<file path="src/rtl/iob_ddr_in.sv">
// DDR input capture: samples datain on both clock edges, re-times each beat pair
// into the rising-edge domain and packs the beat stream into BEATS-beat words with bitslip.
module iob_ddr_in #(
  parameter int unsigned WIDTH = 1,
  parameter int unsigned BEATS = 4
) (
  input  logic                     clk,
  input  logic                     rst,
  input  logic                     en,
  input  logic                     slip,
  input  logic [WIDTH-1:0]         datain,
  output logic [WIDTH-1:0]         pair_h,
  output logic [WIDTH-1:0]         pair_l,
  output logic                     pair_valid,
  output logic [WIDTH*BEATS-1:0]   dataout,
  output logic                     dataout_valid
);

  localparam int unsigned WORD_W = WIDTH * BEATS;
  localparam int unsigned CNT_W  = (BEATS > 1) ? $clog2(BEATS) : 1;
  localparam logic [CNT_W-1:0] CNT_LAST = CNT_W'(BEATS - 1);

  logic [WIDTH-1:0]  rise_q, rise_d;
  logic              en_q, en_d;
  logic [WIDTH-1:0]  fall_q, fall_d;
  logic [WIDTH-1:0]  pair_h_q, pair_h_d;
  logic [WIDTH-1:0]  pair_l_q, pair_l_d;
  logic              pair_valid_q, pair_valid_d;
  logic [WORD_W-1:0] word_q, word_d;
  logic [CNT_W-1:0]  cnt_q, cnt_d;
  logic              slip_pend_q, slip_pend_d;
  logic [WORD_W-1:0] dataout_q, dataout_d;
  logic              dataout_valid_q, dataout_valid_d;
  logic              drop_h;
  logic [WIDTH-1:0]  beat;

  // Capture and pair stages.
  always_comb begin
    rise_d       = datain;
    en_d         = en;
    fall_d       = datain;
    pair_h_d     = rise_q;
    pair_l_d     = fall_q;
    pair_valid_d = en_q;
  end

  // A live slip request counts on the same edge it is sampled.
  assign drop_h = pair_valid_q & (slip_pend_q | slip);

  // Word assembly: h then l; a word completed by h is snapshotted before l lands at beat 0.
  always_comb begin
    word_d          = word_q;
    cnt_d           = cnt_q;
    slip_pend_d     = slip_pend_q;
    dataout_d       = dataout_q;
    dataout_valid_d = 1'b0;
    beat            = '0;
    if (pair_valid_q) begin
      slip_pend_d = 1'b0;
    end else if (slip) begin
      slip_pend_d = 1'b1;
    end
    for (int b = 0; b < 2; b++) begin
      beat = (b == 0) ? pair_h_q : pair_l_q;
      if (pair_valid_q && !(b == 0 && drop_h)) begin
        word_d[int'(cnt_d) * WIDTH +: WIDTH] = beat;
        if (cnt_d == CNT_LAST) begin
          dataout_d       = word_d;
          dataout_valid_d = 1'b1;
          cnt_d           = '0;
        end else begin
          cnt_d = cnt_d + CNT_W'(1);
        end
      end
    end
  end

  always_ff @(posedge clk or posedge rst) begin
    if (rst) begin
      rise_q          <= '0;
      en_q            <= 1'b0;
      pair_h_q        <= '0;
      pair_l_q        <= '0;
      pair_valid_q    <= 1'b0;
      word_q          <= '0;
      cnt_q           <= '0;
      slip_pend_q     <= 1'b0;
      dataout_q       <= '0;
      dataout_valid_q <= 1'b0;
    end else begin
      rise_q          <= rise_d;
      en_q            <= en_d;
      pair_h_q        <= pair_h_d;
      pair_l_q        <= pair_l_d;
      pair_valid_q    <= pair_valid_d;
      word_q          <= word_d;
      cnt_q           <= cnt_d;
      slip_pend_q     <= slip_pend_d;
      dataout_q       <= dataout_d;
      dataout_valid_q <= dataout_valid_d;
    end
  end

  // Falling-edge beat capture.
  always_ff @(negedge clk or posedge rst) begin
    if (rst) begin
      fall_q <= '0;
    end else begin
      fall_q <= fall_d;
    end
  end

  assign pair_h        = pair_h_q;
  assign pair_l        = pair_l_q;
  assign pair_valid    = pair_valid_q;
  assign dataout       = dataout_q;
  assign dataout_valid = dataout_valid_q;

endmodule

</file>
<file path="config.mk">
export PLATFORM = sky130hd
export DESIGN_NAME = iob_ddr_in
export DESIGN_NICKNAME = d
export VERILOG_FILES = /design/src/rtl/iob_ddr_in.sv
export SDC_FILE = /design/constraint.sdc
export NUM_CORES = 1
export LEC_CHECK = 0
export ABC_AREA = 1
export CORE_MARGIN = 1
export CORE_UTILIZATION = 47
export CTS_CLUSTER_SIZE = 24
export DETAILED_ROUTE_END_ITERATION = 8
export MAX_ROUTING_LAYER = met4
export PLACE_DENSITY = 0.69
export REMOVE_ABC_BUFFERS = 1
export SLEW_MARGIN = 20
export SYNTH_ARGS = -nofsm -noshare
export SYNTH_HDL_FRONTEND = slang
export SYNTH_SLANG_ARGS = --single-unit
</file>
<file path="constraint.sdc">
create_clock -name clk -period 3 [get_ports clk]
set_input_delay 0.6 -clock clk [delete_from_list [all_inputs] [get_ports clk]]
set_output_delay 0.6 -clock clk [all_outputs]
set_load 0.005 [all_outputs]
</file>
==> results.md <==
* Status: complete, no violations
* Postcts setup bufs at 0
* Largest family of logic cells by synthesized area: simple AND/OR/NAND/NOR gates
* Unrepaired setup endpoints after global routing: false
* Syn avg cell area at 8.18 sq um
* P_sw at around 0.00053 W
* Drt drc at 0
* Clk pwr share at 0.105
* Global-route wire length before repair at 3.75 mm
* Final cycle utilization of the critical path at 0.851
* Leak at 0.687 nW
* Xor and xnor fraction of the mapped netlist area at 0
* Yosys top cell area share at 0.366
* CTS Sinks at 18
* Fmax at 0.392 GHz
* Final WL at 2.21 mm
* Placed Cells at 182
* Fin Setup TNS at 0 ns
* # hold bufs at CTS at 0
* H-tree lvl count at 1
* Post-synthesis sequential area ratio at 0.388
* Register bit total from synthesis at 18
* Worst vdd ir at between 0.5 and 0.6 mV
* Post-synthesis cell type count at 26
* Clock Path Buffers at 2
* Pre-antenna DRT Iters at 4
* Hold Startpoint: pair_h_d$_DFF_PP0_
* Core area at 0.00228 sq mm
* Worst path max stage delay at 0.52 ns
* Routed WL per cell at 11.9 um
* Initial DRC Count at 7
* Post-synth EDFFs at 0
* Port buffer count at 12
* Number of diodes at 0
* Vias per cell at 4.91
* Worst path most repeated cell: nand2_1
* TritonCTS clock tree: built
* Main synth FF type: dfrtp_1
* Die Ht at 51.7 um
* CP startpoint kind: flop
* Nets@finish at 174
* Syn Inst Count at 142
* Die Area at 0.00267 sq mm
* Crit Path Max Fanout at 8
* Max-Slew Margin vs Limit at 0.667
* Vias in the first global route at 877
* Min-Delay Path Class: reg2reg
* CTS Root Cell: clkbuf_4
* Largest net degree at the start of global routing at 18
* Synth Area in Compound Gates at 0.0657
* Int Power at 0.000644 W
* DP HPWL at around 1.8 mm
* Placer Congestion at 0.839
* Starting Density at 0.510
* Yosys warns at 0
* Max-cap violations at 0
* Worst-margin pin slew at around 0.5 ns
* Final hold vios at 0
* Mux contribution to synthesized area at 0
* CP startpoint: cnt_q[0]$_DFF_PP0_
* Min Clock Period, post-route at 2.55 ns
* Antenna-violating nets left at 0
* Most common cell in the netlist: nand2_1
* Cts repair resizes at 0
* Slowest-stage cell, CP: dfrtp_1
* Synth area leader: dfrtp_1
* Io pins at 13
* Final setup vio count at 0
* Fraction of registers with async set/reset at 1.00
* Arr. time, crit path at 2.76 ns
* Switching Fraction at 0.450
* Chip width at 51.7 um
* Gate power share at 0.567
* Gr ovfl total at 0
* Share of cells above drive strength 1 at 0.165
* Post-Synth Simple-Gate Area at 0.345
* Initial antenna violation count at 0
* Reg-to-Reg Start: cnt_q[0]$_DFF_PP0_
* Cell Pwr Density at 875 mW/mm^2
* Req. time, crit path at 3.21 ns
* Final max-slew violation count at 0
* Synth Cell Area at 0.00116 sq mm
* Commonest cells post-synth: 26 x nand2_1, 20 x inv_1, 17 x dfrtp_1
* Clock skew at approximately 0.011 ns
* Area contributors post-synth: dfrtp_1 37%, ha_1 11%, nand2_1 8.4%
* CTS buffer count at 3
* Site Rows at 17
* Area Growth Syn to Fin at 15.3%
* Crit. End Element: flop
* Setup Crit Path Kind: reg2reg
* Critical Path, Cell by Cell: inv_2 -> ha_1 -> nand3_2 -> nand2_4 -> inv_4 -> ha_1 -> nor3_1 -> nand2_1 -> nor2_1 -> nand2_1 -> nand2_1 -> nand2_1 -> o21ai_0
* Gr usage total at 0.197
* Cell Count, Final, Fillers Out at between 150 and 200
* Vias at 914
* CTS clk-pin slew, worst paths at approximately 0.1 ns
* Post-synthesis adder-cell area fraction at 0.108
* Clock latency on the worst-skew pair at 0.29 ns
* Flop pwr share at 0.328
## layout make-up
type                            count  area, sq um
Timing Repair Buffer               13          128
Fill cell                         223          937
Multi-Input combinational cell     99          602
Clock buffer                        4         26.3
Sequential cell                    18          450
Tap cell                           28         35.0
Inverter                           24         97.6
## critical path, delay by kind of cell (launching register included)
| kind | cells | cell delay, ns |
|---|---|---|
| adder cells (fa/ha/maj) | 2 | 0.72 |
| AND/OR/NAND/NOR | 8 | 0.96 |
| flip-flops | 1 | 0.52 |
| AO/OA/AOI/OAI | 1 | 0.09 |
| buffers and inverters | 2 | 0.19 |
## sequential cells by signal, indices dropped and copies added (netlist names)
signal	count
dataout_valid	1
word_q	4
en_q	1
slip_pend_q	1
pair_h_d	1
pair_h	1
cnt_q	2
pair_valid	1
fall_q	1
dataout	4
pair_l	1
## layout by cell type (no fill, tap or decap), drive strengths merged, types with 2 or more instances in the layout
cell,n
clkdlybuf4s50,12
dfrtp,17
nand2,36
nor2,15
or2,3
nor3,2
clkbuf,4
ha,10
a21oi,7
nand3,18
inv,24
o21ai,4
## metal layers
layer  up-vias  global-route usage  wire [um]
met5         -                   -          0
met4         0              0.0676         27
met3         4              0.0175         42
met2        13               0.325       1130
met1       423               0.257       1020
li1        474                   -          -
## per-stage QoR
| step | instance area [sq um] | power, W | util | worst slack (ns) | hold slack [ns] |
|---|---|---|---|---|---|
| 6_report | 1340 | 0.00117 | 0.588 | 0.448 | 0.363 |
| 5_1_grt | 1340 | 0.00128 | 0.588 | 0.226 | 0.378 |
| 4_1_cts | 1340 | 0.00118 | 0.588 | 0.504 | 0.366 |
| 3_5_place_dp | 1310 | 0.00105 | 0.577 | 0.305 | 0.344 |
| 3_3_place_gp | 1310 | 0.00103 | 0.577 | 0.319 | 0.336 |
| 2_1_floorplan | 1150 | 0.000862 | - | 0.685 | 0.331 |
## power by group through the flow
| stage | Clock (W) | Combinational [W] | Sequential [W] |
|---|---|---|---|
| 3_3_place_gp | 0 | 0.000642 | 0.000385 |
| 6_report | 0.000123 | 0.000664 | 0.000384 |
| 3_5_place_dp | 0 | 0.000663 | 0.000388 |
| 4_1_cts | 0.000131 | 0.000666 | 0.000383 |
| 5_1_grt | 0.000136 | 0.000750 | 0.000393 |
| 2_1_floorplan | 0 | 0.000484 | 0.000378 |
## cells by family after synthesis
family	count (synthesis)
compound gates	13
buf+inv	25
simple gates	76
fa+ha+maj	10
flops	18
## path summary, 6_finish.rpt
kind,to,slack [ns],cells after the start
max,word_q[2]$_DFF_PP0_,0.45,13
min,pair_h$_DFF_PP0_,0.36,0
max reg2reg,word_q[2]$_DFF_PP0_,0.45,13
min reg2reg,pair_h$_DFF_PP0_,0.36,0
max in group asynchronous,fall_q$_DFF_NP0_,1.00,2
min in group asynchronous,dataout[3]$_DFF_PP0_,0.67,3
Note: power is estimated with default switching activity, not from simulation.
